==> src/rtl/multi_debounce.sv <==
// multi_debounce
// Multi-channel push-button conditioner. Each channel has its own 2-flop
// synchroniser, a stability counter, a debounced level, one-cycle press and
// release pulses, and a hold-to-auto-repeat FSM that emits a pulse train
// while the button stays pressed.
//
// Ports:
//   clk            system clock
//   rst_n          asynchronous, active-low reset (clears every register)
//   button_i       raw asynchronous button pins, 1 = pressed
//   repeat_en_i    global auto-repeat enable, synchronous to clk
//   level_o        debounced button state
//   press_pulse_o  1-cycle pulse when level rises
//   release_pulse_o 1-cycle pulse when level falls
//   repeat_pulse_o 1-cycle auto-repeat pulse while held
//   any_press_o    OR of press pulses, aligned with press_pulse_o
//
// All outputs come straight from flops; there is no combinational path from
// any input to any output.
module multi_debounce #(
    parameter int CHANNELS      = 4,
    parameter int DELAY_COUNTS  = 2500,
    parameter int HOLD_COUNTS   = 25_000_000,
    parameter int REPEAT_COUNTS = 5_000_000
) (
    input  logic                clk,
    input  logic                rst_n,
    input  logic [CHANNELS-1:0] button_i,
    input  logic                repeat_en_i,
    output logic [CHANNELS-1:0] level_o,
    output logic [CHANNELS-1:0] press_pulse_o,
    output logic [CHANNELS-1:0] release_pulse_o,
    output logic [CHANNELS-1:0] repeat_pulse_o,
    output logic                any_press_o
);

    localparam int CW = $clog2(DELAY_COUNTS + 1);
    localparam logic [CW-1:0] CNT_MAX   = CW'(DELAY_COUNTS);
    localparam logic [31:0]   HOLD_LAST = 32'(HOLD_COUNTS - 1);
    localparam logic [31:0]   REP_LAST  = 32'(REPEAT_COUNTS - 1);

    typedef enum logic [1:0] {
        ST_IDLE   = 2'd0,
        ST_HELD   = 2'd1,
        ST_REPEAT = 2'd2
    } rpt_state_e;

    // Per-channel "level is rising at this edge" flags, gathered for any_press.
    logic [CHANNELS-1:0] rise_vec;
    logic                any_press_q;

    for (genvar g = 0; g < CHANNELS; g++) begin : g_ch
        logic          sync1_q, sync2_q;
        logic          prev_q, prev_d;
        logic [CW-1:0] cnt_q, cnt_d;
        logic          level_q, level_d;
        logic          press_q, release_q;
        logic          rpt_q, rpt_d;
        logic          rise, fall;
        rpt_state_e    state_q, state_d;
        logic [31:0]   rcnt_q, rcnt_d;

        // Stability stage: any change of the synchronised pin restarts the
        // count; level only follows prev once prev has been stable for
        // DELAY_COUNTS consecutive cycles.
        always_comb begin
            prev_d  = prev_q;
            cnt_d   = cnt_q;
            level_d = level_q;
            if (sync2_q != prev_q) begin
                prev_d = sync2_q;
                cnt_d  = '0;
            end else begin
                if (cnt_q != CNT_MAX) begin
                    cnt_d = cnt_q + CW'(1);
                end
                if ((cnt_q == CNT_MAX) && (level_q != prev_q)) begin
                    level_d = prev_q;
                end
            end
        end

        assign rise = level_d & ~level_q;
        assign fall = ~level_d & level_q;
        assign rise_vec[g] = rise;

        // Repeat FSM. A falling level wins over everything else, including a
        // repeat terminal count landing on the same edge.
        always_comb begin
            state_d = state_q;
            rcnt_d  = rcnt_q;
            rpt_d   = 1'b0;
            if (fall) begin
                state_d = ST_IDLE;
                rcnt_d  = '0;
            end else begin
                case (state_q)
                    ST_IDLE: begin
                        if (rise) begin
                            state_d = ST_HELD;
                            rcnt_d  = '0;
                        end
                    end
                    ST_HELD: begin
                        if (!repeat_en_i) begin
                            rcnt_d = '0;
                        end else if (rcnt_q == HOLD_LAST) begin
                            rpt_d   = 1'b1;
                            state_d = ST_REPEAT;
                            rcnt_d  = '0;
                        end else begin
                            rcnt_d = rcnt_q + 32'd1;
                        end
                    end
                    ST_REPEAT: begin
                        if (!repeat_en_i) begin
                            state_d = ST_HELD;
                            rcnt_d  = '0;
                        end else if (rcnt_q == REP_LAST) begin
                            rpt_d  = 1'b1;
                            rcnt_d = '0;
                        end else begin
                            rcnt_d = rcnt_q + 32'd1;
                        end
                    end
                    default: begin
                        state_d = ST_IDLE;
                        rcnt_d  = '0;
                    end
                endcase
            end
        end

        always_ff @(posedge clk or negedge rst_n) begin
            if (!rst_n) begin
                sync1_q   <= 1'b0;
                sync2_q   <= 1'b0;
                prev_q    <= 1'b0;
                cnt_q     <= '0;
                level_q   <= 1'b0;
                press_q   <= 1'b0;
                release_q <= 1'b0;
                rpt_q     <= 1'b0;
                state_q   <= ST_IDLE;
                rcnt_q    <= '0;
            end else begin
                sync1_q   <= button_i[g];
                sync2_q   <= sync1_q;
                prev_q    <= prev_d;
                cnt_q     <= cnt_d;
                level_q   <= level_d;
                // Pulses are registered alongside level so they are high in
                // the first cycle the new level is visible.
                press_q   <= rise;
                release_q <= fall;
                rpt_q     <= rpt_d;
                state_q   <= state_d;
                rcnt_q    <= rcnt_d;
            end
        end

        assign level_o[g]         = level_q;
        assign press_pulse_o[g]   = press_q;
        assign release_pulse_o[g] = release_q;
        assign repeat_pulse_o[g]  = rpt_q;
    end

    always_ff @(posedge clk or negedge rst_n) begin
        if (!rst_n) begin
            any_press_q <= 1'b0;
        end else begin
            any_press_q <= |rise_vec;
        end
    end

    assign any_press_o = any_press_q;

endmodule

==> config.mk <==
export PLATFORM = sky130hd
export DESIGN_NAME = multi_debounce
export DESIGN_NICKNAME = d
export VERILOG_FILES = /design/src/rtl/multi_debounce.sv
export SDC_FILE = /design/constraint.sdc
export NUM_CORES = 1
export LEC_CHECK = 0
export CAP_MARGIN = 10
export CORE_MARGIN = 1.5
export CORE_UTILIZATION = 46
export DETAILED_ROUTE_END_ITERATION = 10
export HOLD_SLACK_MARGIN = 0.08
export PLACE_DENSITY_LB_ADDON = 0.15
export SLEW_MARGIN = 30
export SYNTH_ARGS = -nofsm -noshare
export SYNTH_HDL_FRONTEND = slang
export SYNTH_SLANG_ARGS = --single-unit
==> constraint.sdc <==
create_clock -name clk -period 3.2 [get_ports clk]
set_input_delay 0.64 -clock clk [delete_from_list [all_inputs] [get_ports clk]]
set_output_delay 0.64 -clock clk [all_outputs]
set_load 0.005 [all_outputs]
* Yosys cells after proc, flatten, opt, wreduce, memory -nomap -nowiden
Cells that the tools add are included.
Storage, ports and cells: register bits after elaboration 213, input bits 7, output and inout bits 17, logic and storage cells 219
Operators by class: add/sub/neg operators 8, equal/unequal tests 48, muxes and demuxes 89, bitwise operators 16, reductions and logical operators 17
Operators by type and width (number):
- 2-to-1 mux 32 bit | 24
- case mux 32 bit (3 select lines) | 4
- adder 32 x 1 -> 32 bit, second input constant | 4
- == test 32 x 23 -> 1 bit, second input constant | 4
- == test 32 x 25 -> 1 bit, second input constant | 4
- 2-to-1 mux 12 bit | 8
- adder 12 x 1 -> 12 bit, second input constant | 4
- == test 12 bit, second input constant | 4
- != test 12 bit, second input constant | 4
- != test 3 bit, second input constant | 16
- 2-to-1 mux 2 bit | 17
- 2-to-1 mux 1 bit | 28
- case mux 2 bit (3 select lines) | 4
- AND reduction 4 bit | 4
- AND 1 bit | 8
- == test 2 x 1 -> 1 bit, second input constant | 4
- == test 2 bit, second input constant | 4
- zero test 2 bit | 4
- != test 1 bit | 8
- inverter 1 bit | 8
- case mux 1 bit (2 select lines) | 4
- nonzero test 2 bit | 4
- logical AND 1 bit | 4
- OR reduction 4 bit | 1

* Depth between registers and ports, before layout
Gate-level depths: netlist of run 1.
depth in word-level cells 8, mapped depth 16, depth with buffers taken out 14

* Worst setup path after synthesis of run 1
Ideal clock, no wire load.
path kind flip-flop to flip-flop, from register g_ch[2].cnt_q[0], to register g_ch[2].rcnt_q[25], setup time 0.082 ns, arrival 3.356 ns, data required time 3.118 ns, slack -0.238 ns, stages on the path, launching flop included 17, path buffers 2, period minus slack after synthesis 3.438 ns, cells stage by stage dfrtp_1 inv_1 ha_1 nor4bb_1 nand4_1 o21ai_0 a21boi_0 inv_1 ha_1 nand2_1 nand3_1 o22a_1 a21boi_1 clkbuf_1 clkbuf_1 o21ai_0 a31oi_1
On the way: cells in the longest elaborated chain, start to end 7, elaborated cells between the ends (all ways) 9, those cells by class eq/ne: 2; mux: 3; bitwise: 3; reduce/logical: 1
Ends and longest elaborated chain:
- from (decl) | line 55 | logic [CW-1:0] cnt_q, cnt_d;
- from (signal assigned) | line 150 | cnt_q <= cnt_d;
- == test 12 bit * | line 77 | if ((cnt_q == CNT_MAX) && (level_q != prev_q)) begin
- logical AND 1 bit * | line 77
- 2-to-1 mux 1 bit * | line 77
- 2-to-1 mux 1 bit * | line 70 | if (sync2_q != prev_q) begin
- net g_ch[2].level_d | line 56 | logic level_q, level_d;
- inverter 1 bit | line 84 | assign fall = ~level_d & level_q;
- AND 1 bit | line 84
- != test 3 bit (no line) / 2-to-1 mux 32 bit (equally long branches)
- to (signal assigned) | line 158 | rcnt_q <= rcnt_d;
- to (decl) | line 61 | logic [31:0] rcnt_q, rcnt_d;
Mark *: on every way through the listed nets, which the timed path passes. The rest lies on a longest branch. A chain may end at the register's enable or synchronous reset.

* Worst setup path in the final report of run 1
from register g_ch[0].cnt_q[3], to register g_ch[0].rcnt_q[24]
On the way: cells in the longest elaborated chain, start to end 7, elaborated cells between the ends (all ways) 9, those cells by class eq/ne: 2; mux: 3; bitwise: 3; reduce/logical: 1
Ends and longest elaborated chain (line):
- from (decl) | 55
- from (signal assigned) | 150
- == test 12 bit * | 77
- logical AND 1 bit * | 77
- 2-to-1 mux 1 bit * | 77
- 2-to-1 mux 1 bit * | 70
- net g_ch[0].level_d | 56
- inverter 1 bit | 84
- AND 1 bit | 84
- != test 3 bit (no line) / 2-to-1 mux 32 bit (equally long branches)
- to (signal assigned) | 158
- to (decl) | 61
Marked as above.

==> results of run 1 <==
-- cells by family after synthesis --
logic type	share of synthesized area (%)
compound gates	15.66
xor+xnor	2.714
fa+ha+maj	3.773
buf+inv	4.873
flops	44.64
mux	1.698
simple gates	26.64
-- how the worst max path moves through the flow --
| stage | endpoint | slack [ps] | cells past startpoint |
|---|---|---|---|
| 2_1_floorplan | g_ch[2].rcnt_q[25] | 20 | 16 |
| 3_3_place_gp | g_ch[1].rcnt_q[3] | 80 | 12 |
| 3_5_place_dp | g_ch[1].rcnt_q[3] | -3 | 13 |
| 4_1_cts | g_ch[1].rcnt_q[4] | 50 | 13 |
| 5_1_grt | g_ch[2].rcnt_q[10] | -20 | 16 |
| 6_report | g_ch[0].rcnt_q[24] | 170 | 11 |
-- cell type report --
cell class	count	area, sq um
tap	330	412.9
inverter	48	180.2
multi-input combinational	987	6131
clock buffer	43	805.8
timing repair buffer	71	691.9
sequential	213	5330
clock inverter	5	27.53
fill	2279	11750
-- synthesized netlist by cell type (29+ instances only) --
| cell | instances | area [sq um] |
|---|---|---|
| nand3_1 | 106 | 530.5 |
| clkbuf_1 | 42 | 157.7 |
| inv_1 | 48 | 180.2 |
| xor2_1 | 29 | 254.0 |
| dfrtp_1 | 213 | 5330 |
| o21ai_0 | 62 | 310.3 |
| nand4_1 | 43 | 269.0 |
| nor3_1 | 33 | 165.2 |
| nor2_1 | 104 | 390.4 |
| a21oi_1 | 68 | 340.3 |
| a31oi_1 | 60 | 375.4 |
| ha_1 | 36 | 450.4 |
| nand2_1 | 144 | 540.5 |
-- registers in the layout, summed over array words and instances, names as in the netlist, 4 cells and up --
signal and flops:
g_ch.level_q 4, g_ch.sync2_q 4, g_ch.rpt_q 4, g_ch.release_q 4, g_ch.state_q 8, g_ch.rcnt_q 128
g_ch.cnt_q 48, g_ch.sync1_q 4, g_ch.press_q 4, g_ch.prev_q 4
-- cells in the final DEF (no fill, tap or decap), drive strengths merged, types with 8 or more instances in the layout --
master / count
nor4b: 10
xor2: 29
a21oi: 68
nand2b: 10
or4: 12
dfrtp: 213
xnor2: 8
o21ai: 62
a221o: 9
ha: 36
nor2b: 9
nand2: 145
a22o: 13
nor3: 35
and4: 12
inv: 48
nand4: 43
mux2i: 18
nor2: 104
or3: 24
and2: 17
a31oi: 60
nand3: 106
and3: 28
clkbuf: 45
clkdlybuf4s50: 22
a41oi: 11
a21o: 18
buf: 47
o311ai: 11
nor4: 30
-- through the flow --
stage          std cells  area (sq um)  util [%]
6_report            1697         13580     53.62
5_1_grt             1697         13580     53.62
4_1_cts             1689         13390     52.85
3_5_place_dp        1641         12550     49.56
3_3_place_gp        1641         12550     49.56
2_1_floorplan       1322         11950         -
-- power by group --
group | leakage, nW | switching [W] | internal, W
logic | 2.30 | 0.000141 | 0.0000744
clock network | 0.409 | 0.00114 | 0.00171
registers | 2.93 | 0.0000371 | 0.00273
-- layer usage --
| metal | wire, um | part of all wire, % |
|---|---|---|
| met4 | 456 | 1.7 |
| met3 | 1037 | 3.8 |
| met1 | 13680 | 50 |
| met2 | 12350 | 45 |
| met5 | 0 | 0 |
-- what timing repair did --
action                     in CTS  in global routing
setup endpoints to repair       2                 82
gates resized for setup         1                 20
pin swaps                       0                  7
setup buffers                   0                  5
cloned                          0                  3
==> results by group, run 1 <==
Outcome
  – Outcome: finished, final reports clean

Synth
  – Post-synth top flop: dfrtp_1
  – Async set or reset register ratio after synthesis: 100.0%
  – Syn Area/Cell: 9.031 sq um
  – Sequential area share after synthesis: 44.64%
  – Unique cell type count in the Yosys netlist: 68
  – Flops & latches, synth: 213
  – Netlist Area Pre-Place: 11940 sq um
  – Cells after synthesis: 1322
  – Syn_nets: 1365
  – Synth warnings: 0
  – Number of synthesized flops with an enable pin: 0

Worst setup path
  – Critical path peak fanout: 8
  – Worst r2r path cells: 11
  – Crit path launch type: flip-flop
  – CP arrival: 3490 ps
  – Worst setup path start: g_ch[0].cnt_q[3]
  – CP Cell Sequence: nor4b_1 -> nand3_2 -> o21ai_0 -> a21bo_2 -> ha_1 -> nand2_1 -> nand3_1 -> a21o_1 -> buf_4 -> or3_1 -> o21ai_0
  – Data required, critical path: 3650 ps
  – Slowest cell delay on critical path: 460 ps
  – CP bufs+invs: 1
  – Crit path top cell by count: o21ai_0
  – Worst setup EP type: flip-flop
  – CP max-delay cell: nor4b_1
  – Crit Path Class: reg -> reg
  – Reg2reg setup slack: 170 ps
  – Family with the most delay on the worst path: simple AND/OR/NAND/NOR gates
  – RR Endpoint: g_ch[0].rcnt_q[24]
  – Critical R2R Launch: g_ch[0].cnt_q[3]

Global routing
  – Largest net degree at the start of global routing: 86
  – Global-route wire length before repair: 45.60 mm
  – Met3 usage: 2.828%
  – Global route hottest layer: met2
  – Congestion Overflow GR: 0
  – Vias in the first global route: 9046
  – Grt met1 use: 30.53%
  – Initial antenna violation count: 0
  – M2 GR Usage: 31.59%
  – Total Routing Usage GR: 20.50%

Clocking
  – TritonCTS clock tree: built
  – Clock Latency Late Sink: 530 ps
  – Clock slew at reported path FFs: 60 ps
  – CTS buffer count: 26
  – H-Tree Depth: 1
  – Root buf cell: clkbuf_16
  – Hold-fix buffers, CTS: 0
  – Clock Sinks: 213
  – Clk buf depth: 3

STA
  – Final hold vios: 0
  – Setup TNS: 0 ps
  – Hold slack: 88.56 ps
  – Max-slew headroom: 38.87%
  – Setup Skew: 10.81 ps
  – Slew @ Worst Pin: 913.8 ps
  – Fmax: 329.9 MHz
  – # setup viols final: 0
  – Final period util: 94.72%
  – Fin crit period: 3031 ps
  – Final Max Slew Viols: 0
  – Final WS setup: 169.0 ps

Finish
  – Nets: 1390
  – Share of layout cells above drive strength 1: 9.144%
  – Area delta synth->final: 13.74%
  – Antenna diodes: 0

Floorplan
  – Die H: 164.1 um
  – Core Region: 25330 sq um
  – Initial Util: 47.14%
  – Die Wd: 164.1 um
  – Die Area: 26930 sq um
  – Rows: 58
  – Num ports: 24

Route
  – Via-to-Cell Ratio: 5.794
  – Via count: 9833
  – First DRT Iteration DRCs: 666
  – DR WL/cell: 16.22 um
  – DR DRC count: 0
  – Detail Route Antenna Nets: 0
  – Drt total wl: 27.53 mm
  – DR pass1 iterations: 5

Power and ir drop
  – Power Density: 429.0 nW/um^2
  – Worst vdd ir: 0.3468 mV
  – Static Leakage: 5.638 nW
  – Overall power: 0.005826 W

Place
  – Hpwl dp: 18.13 mm
  – Number of port buffers: 23
  – Pre-CTS WS: -2.993 ps
  – GPL Wtd Cong: 0.8152

Job
  – Max-cap violations: 0

Worst hold path
  – Hold Crit Class: in -> async
(Power assumes the default switching activity.)
==> run 2: changes to the inputs <==
--- a/config.mk
+++ b/config.mk
@@ -10,7 +10,7 @@
 export CORE_UTILIZATION = 46
 export DETAILED_ROUTE_END_ITERATION = 10
 export HOLD_SLACK_MARGIN = 0.08
-export PLACE_DENSITY_LB_ADDON = 0.15
+export PLACE_DENSITY = 0.61
 export SLEW_MARGIN = 30
 export SYNTH_ARGS = -nofsm -noshare
 export SYNTH_HDL_FRONTEND = slang
==> results by group, run 2 (synthesis gave the netlist of run 1 again) <==
Worst setup path
  – CP max-delay cell: dfrtp_1
  – Slowest cell delay on critical path: 430 ps (-30 ps)
  – CP bufs+invs: 3 (+2)
  – Critical path peak fanout: 9 (+1)
  – Crit path launch type: flip-flop
  – CP arrival: 3430 ps (-60 ps)
  – Data required, critical path: 3640 ps (about the same)
  – Worst setup EP type: flip-flop
  – CP Cell Sequence: inv_1 -> ha_1 -> nand2_1 -> nor3_1 -> nand3_2 -> inv_1 -> a21o_1 -> a21boi_0 -> ha_1 -> nor2b_2 -> nand3_1 -> a21o_1 -> buf_4 -> or3_1 -> o21ai_0
  – Crit Path Class: reg -> reg
  – Family with the most delay on the worst path: simple AND/OR/NAND/NOR gates

Global routing
  – Congestion Overflow GR: 0 (unchanged)
  – Largest net degree at the start of global routing: 84 (-2.3%)
  – Vias in the first global route: 9203 (+1.7%)
  – Initial antenna violation count: 0 (unchanged)
  – Global-route wire length before repair: 46.49 mm (+1.9%)
  – Total Routing Usage GR: 20.82% (+0.32 points)

Finish
  – Area delta synth->final: 14.61%
  – Fin util: 54.03% (+0.41 points)
  – Antenna diodes: 0 (unchanged)
  – Most frequent cells in the layout: dfrtp_1, nand2_1, nand3_1
  – Largest register FFs: 128 (unchanged)
  – Register name with the most flops: g_ch.rcnt_q
  – Area of the multi-input gates: 6168 sq um (+0.61%)
  – Largest regs: g_ch.rcnt_q (128), g_ch.cnt_q (48), g_ch.state_q (8)
  – Most common cell after layout, fill and taps aside: dfrtp_1
  – Sequential cell area: 5330 sq um (unchanged)
  – Share of layout cells above drive strength 1: 9.729% (+0.59 points)
  – Nets: 1391 (+0.072%)
  – Fillers: 2309 (+1.3%)

Floorplan
  – Rows: 58 (unchanged)
  – Die H: 164.1 um (unchanged)
  – Core Region: 25330 sq um (unchanged)
  – Initial Util: 47.14% (unchanged)
  – Die Area: 26930 sq um (unchanged)
  – Num ports: 24 (unchanged)
  – Die Wd: 164.1 um (unchanged)

Route
  – Max layer used: met4
  – First DRT Iteration DRCs: 740 (+11%)
  – Via-to-Cell Ratio: 5.890 (+1.7%)
  – DR DRC count: 0 (unchanged)
  – Via count: 9996 (+1.7%)
  – WL met2: 12.54 mm (+1.5%)
  – Detail Route Antenna Nets: 0 (unchanged)
  – DR pass1 iterations: 5 (unchanged)
  – M1 WL: 13.42 mm (-1.9%)
  – Drt total wl: 27.35 mm (-0.65%)
  – DR WL/cell: 16.12 um (-0.65%)
  – Met3 wire length: 948 um (-8.6%)

STA
  – Final Max Slew Viols: 0 (unchanged)
  – Setup TNS: 0 ps (unchanged)
  – Fmax: 333.6 MHz (+1.1%)
  – Setup Skew: 10.86 ps (+0.05240 ps)
  – Final hold vios: 0 (unchanged)
  – Max-slew headroom: 39.83% (+0.96 points)
  – Final WS setup: 202.6 ps (+33.62 ps)
  – Slew @ Worst Pin: 894.3 ps (-19.51 ps)
  – Final period util: 93.67% (-1.1 points)
  – Fin crit period: 2997 ps (-33.61 ps)
  – # setup viols final: 0 (unchanged)

Clocking
  – Root buf cell: clkbuf_16
  – Clk buf depth: 3 (unchanged)
  – H-Tree Depth: 1 (unchanged)
  – Clock Sinks: 213 (unchanged)
  – Clock slew at reported path FFs: 60 ps (about the same)
  – TritonCTS clock tree: built
  – Clock Latency Late Sink: 530 ps (about the same)
  – Hold-fix buffers, CTS: 0 (unchanged)
  – CTS buffer count: 26 (unchanged)

Power and ir drop
  – Power Density: 433.5 nW/um^2 (+1.0%)
  – Static Leakage: 5.698 nW (+1.1%)
  – Overall power: 0.005931 W (+1.8%)
  – Worst vdd ir: 0.3916 mV (+13%)

Place
  – Pre-CTS WS: 12.18 ps (+15.17 ps)
  – Number of port buffers: 23 (unchanged)
  – GPL Wtd Cong: 0.8379 (+2.8%)
  – Hpwl dp: 18.45 mm (+1.8%)

Outcome
  – Outcome: finished, final reports clean

Job
  – Max-cap violations: 0 (unchanged)

Worst hold path
  – Hold Crit Class: in -> async
run 2: timing repair:
action / CTS / global route
resized for setup: 1 / 30
buffers inserted: 0 / 9
pin swaps: 0 / 5
setup endpoints to repair: 3 / 84
cloned: 0 / 2
run 2: cell type report:
cell class	count	share of cell area, %
inverter	48	1.317
sequential	213	38.95
clock inverter	11	0.7864
timing repair buffer	72	5.294
multi-input combinational	987	45.08
clock buffer	36	5.550
tap	330	3.018
run 2: routing by layer:
layer  GRT usage (%)  vias up
met4           4.835        0
met1           30.20     4880
met3           2.601       29
met5               0        -
li1                -     4907
met2           33.10      180
run 2: worst register-to-register path, delay by kind of cell (launching register included):
kind | cells | cell delay [ps]
buffers and inverters | 3 | 390
AOI/OAI and AO/OA | 4 | 580
and+or+nand+nor | 6 | 1100
adders and majority gates | 2 | 410
DFF | 1 | 430
run 2: final timing paths:
kind                                       start            endpoint  slack [ps]  depth (start not counted)
worst max-delay path            g_ch[0].cnt_q[0]  g_ch[0].rcnt_q[17]         200                         15
worst min-delay path                       rst_n  g_ch[3].rcnt_q[25]         100                          1
worst max register to register  g_ch[0].cnt_q[0]  g_ch[0].rcnt_q[17]         200                         15
worst min register to register   g_ch[0].sync1_q     g_ch[0].sync2_q         350                          0
max in group asynchronous                  rst_n     g_ch[2].press_q        2360                          2
min in group clk                 g_ch[0].sync1_q     g_ch[0].sync2_q         350                          0
run 2: power breakdown:
part / total [W] / internal (W) / switching, W / leakage, nW
logic: 0.000219 / 0.0000775 / 0.000141 / 2.33
clock network: 0.00294 / 0.00181 / 0.00114 / 0.433
registers: 0.00277 / 0.00273 / 0.0000389 / 2.93
total: 0.00593 / 0.00461 / 0.00132 / 5.70
run 2: metrics by stage:
step | cell area (sq um) | std cells | hold WS (ps)
floorplan | 11950 | 1322 | 331.2
global placement | 12560 | 1639 | 333.6
detailed placement | 12560 | 1639 | 340.3
CTS | 13430 | 1686 | 124.3
global route | 13680 | 1697 | 154.3
finish | 13680 | 1697 | 104.4
==> run 3: changes to the inputs <==
--- a/config.mk
+++ b/config.mk
@@ -10,7 +10,7 @@
 export CORE_UTILIZATION = 46
 export DETAILED_ROUTE_END_ITERATION = 10
 export HOLD_SLACK_MARGIN = 0.08
-export PLACE_DENSITY = 0.61
+export PLACE_DENSITY = 0.59
 export SLEW_MARGIN = 30
 export SYNTH_ARGS = -nofsm -noshare
 export SYNTH_HDL_FRONTEND = slang
==> constraint.sdc (replaced) <==
create_clock -name clk -period 2.8 [get_ports clk]
set_input_delay 0.56 -clock clk [delete_from_list [all_inputs] [get_ports clk]]
set_output_delay 0.56 -clock clk [all_outputs]
set_load 0.005 [all_outputs]
==> results by group, run 3 (synthesis gave the netlist of run 1 again) <==
Floorplan
  – Initial Util: 47.14% (unchanged)
  – Core Region: 25330 sq um (unchanged)
  – Die Wd: 164.1 um (unchanged)
  – Num ports: 24 (unchanged)
  – Die H: 164.1 um (unchanged)
  – Rows: 58 (unchanged)
  – Die Area: 26930 sq um (unchanged)

Worst setup path
  – Crit Path Class: reg -> reg
  – Crit path launch type: flip-flop
  – Data required, critical path: 3230 ps (-410 ps)
  – Worst setup EP type: flip-flop
  – CP arrival: 3410 ps (-20 ps)
  – Critical path peak fanout: 5 (-4)

Job
  – Max-cap violations: 0 (unchanged)

Finish
  – Register name with the most flops: g_ch.rcnt_q
  – Fin util: 61.14% (+7.1 points)
  – Largest register FFs: 128 (unchanged)
  – Final Non-Filler Cells: 1819 (+7.2%)
  – Most common cell after layout, fill and taps aside: dfrtp_1
  – Share of layout cells above drive strength 1: 23.77% (+14 points)
  – Antenna diodes: 0 (unchanged)
  – Nets: 1514 (+8.8%)
  – Area delta synth->final: 29.69%
  – Most frequent cells in the layout: dfrtp_1, nand2_1, buf_4
  – Largest regs: g_ch.rcnt_q (128), g_ch.cnt_q (48), g_ch.state_q (8)

Route
  – DR pass1 iterations: 5 (unchanged)
  – DR DRC count: 0 (unchanged)
  – Via count: 10750 (+7.6%)
  – DR WL/cell: 17.15 um (+6.4%)
  – Drt total wl: 31.20 mm (+14%)
  – Detail Route Antenna Nets: 0 (unchanged)
  – Via-to-Cell Ratio: 5.911 (+0.35%)
  – First DRT Iteration DRCs: 842 (+14%)

Place
  – GPL Wtd Cong: 0.8270 (-1.3%)
  – Number of port buffers: 23 (unchanged)
  – Hpwl dp: 19.51 mm (+5.8%)
  – Pre-CTS WS: -100.1 ps (-112.2 ps)
  – Post-Place Cells: 1710 (+4.3%)

STA
  – Final period util: 106.4% (+13 points)
  – Max-slew headroom: 39.20% (-0.63 points)
  – Fmax: 335.5 MHz (+0.57%)
  – RSZ-0062 raised after global routing: true
  – # setup viols final: 65 (+65)
  – Final Max Slew Viols: 0 (unchanged)
  – Final WS setup: -180.4 ps (-383.0 ps)
  – Setup Skew: 9.997 ps (-0.8634 ps)
  – Fin crit period: 2980 ps (-16.96 ps)
  – Final hold vios: 0 (unchanged)
  – Slew @ Worst Pin: 908.9 ps (+14.58 ps)

Global routing
  – Initial antenna violation count: 0 (unchanged)
  – Global-route wire length before repair: 49.93 mm (+7.4%)
  – Vias in the first global route: 9968 (+8.3%)
  – Total Routing Usage GR: 22.42% (+1.6 points)
  – Largest net degree at the start of global routing: 64 (-24%)
  – Congestion Overflow GR: 0 (unchanged)

Power and ir drop
  – Power Density: 430.1 nW/um^2 (-0.77%)
  – Worst vdd ir: 0.5203 mV (+33%)
  – Static Leakage: 6.489 nW (+14%)

Clocking
  – Clock Latency Late Sink: 520 ps (about the same)
  – CTS buffer count: 25 (-3.8%)
  – Clock slew at reported path FFs: 60 ps (about the same)
  – Clk buf depth: 3 (unchanged)
  – H-Tree Depth: 1 (unchanged)
  – TritonCTS clock tree: built
  – Clock Sinks: 213 (unchanged)
  – Root buf cell: clkbuf_16

Outcome
  – Violated checks: negative setup slack
  – Outcome: finished with violations

Worst hold path
  – Hold Crit Class: reg -> reg
==> run 3: final timing paths <==
| path | start | to | slack (ps) | cells after the start |
|---|---|---|---|---|
| worst max-delay path | g_ch[1].cnt_q[5] | g_ch[1].rcnt_q[22] | -180 | 14 |
| worst min-delay path | g_ch[0].sync1_q | g_ch[0].sync2_q | 360 | 0 |
| worst max register to register | g_ch[1].cnt_q[5] | g_ch[1].rcnt_q[22] | -180 | 14 |
| worst min register to register | g_ch[0].sync1_q | g_ch[0].sync2_q | 360 | 0 |
| max in group asynchronous | rst_n | g_ch[2].rcnt_q[8] | 1440 | 3 |
| min in group asynchronous | rst_n | g_ch[2].rcnt_q[31] | 580 | 2 |
==> run 3: final cells by class <==
class	count	area, sq um
clock buffers	39	748.2
flip-flops and latches	213	5330
multi-input cells	989	6838
fillers	2128	9843
inverters	48	180.2
repair buffers	194	1919
well taps	330	412.9
clock inverters	6	55.05
==> run 3: per-stage QoR <==
step           hold WS (ps)  TNS, ps  cell area (sq um)  total power (W)
2_1_floorplan         264.4   -814.8              12140         0.003330
3_3_place_gp          334.9   -779.9              13200         0.003504
3_5_place_dp          337.2    -1620              13200         0.003510
4_1_cts               361.3   -596.8              14510         0.006737
5_1_grt               366.4   -21070              15480         0.006921
6_report              359.4    -5092              15480         0.006660
==> run 3: layer usage <==
layer / part of all wire, % / global-route usage, % / wire length [um]
met4: 1.7 / 5.331 / 544
met1: 48 / 32.25 / 14910
met3: 3.7 / 2.576 / 1140
met2: 47 / 36.08 / 14600
met5: 0 / 0 / 0
==> run 3: critical path, stage by stage (launching register included) <==
cell,delay (ps)
dfrtp_1,390
nor4_2,260
nand2_1,120
or3_4,400
mux2i_4,200
buf_6,130
ha_4,150
nand3b_1,210
nor2_4,180
o311ai_4,170
nand2_4,190
buf_6,150
buf_6,110
a31oi_1,80
a31oi_1,160
==> run 3: report_power, final <==
part	switching [W]	internal, W	total (W)
Combinational	0.000192	0.000144	0.000336
Sequential	0.0000287	0.00312	0.00315
Clock	0.00126	0.00191	0.00318
==> run 3: what timing repair did <==
item                                    4_1_cts  5_1_grt
cloned                                        5       12
resized for setup                            42      176
hold buffers                                  1        0
pin swaps                                    19       67
endpoints found under the hold margin        58        0
setup buffers                                33       18
endpoints found under the setup margin       64      134
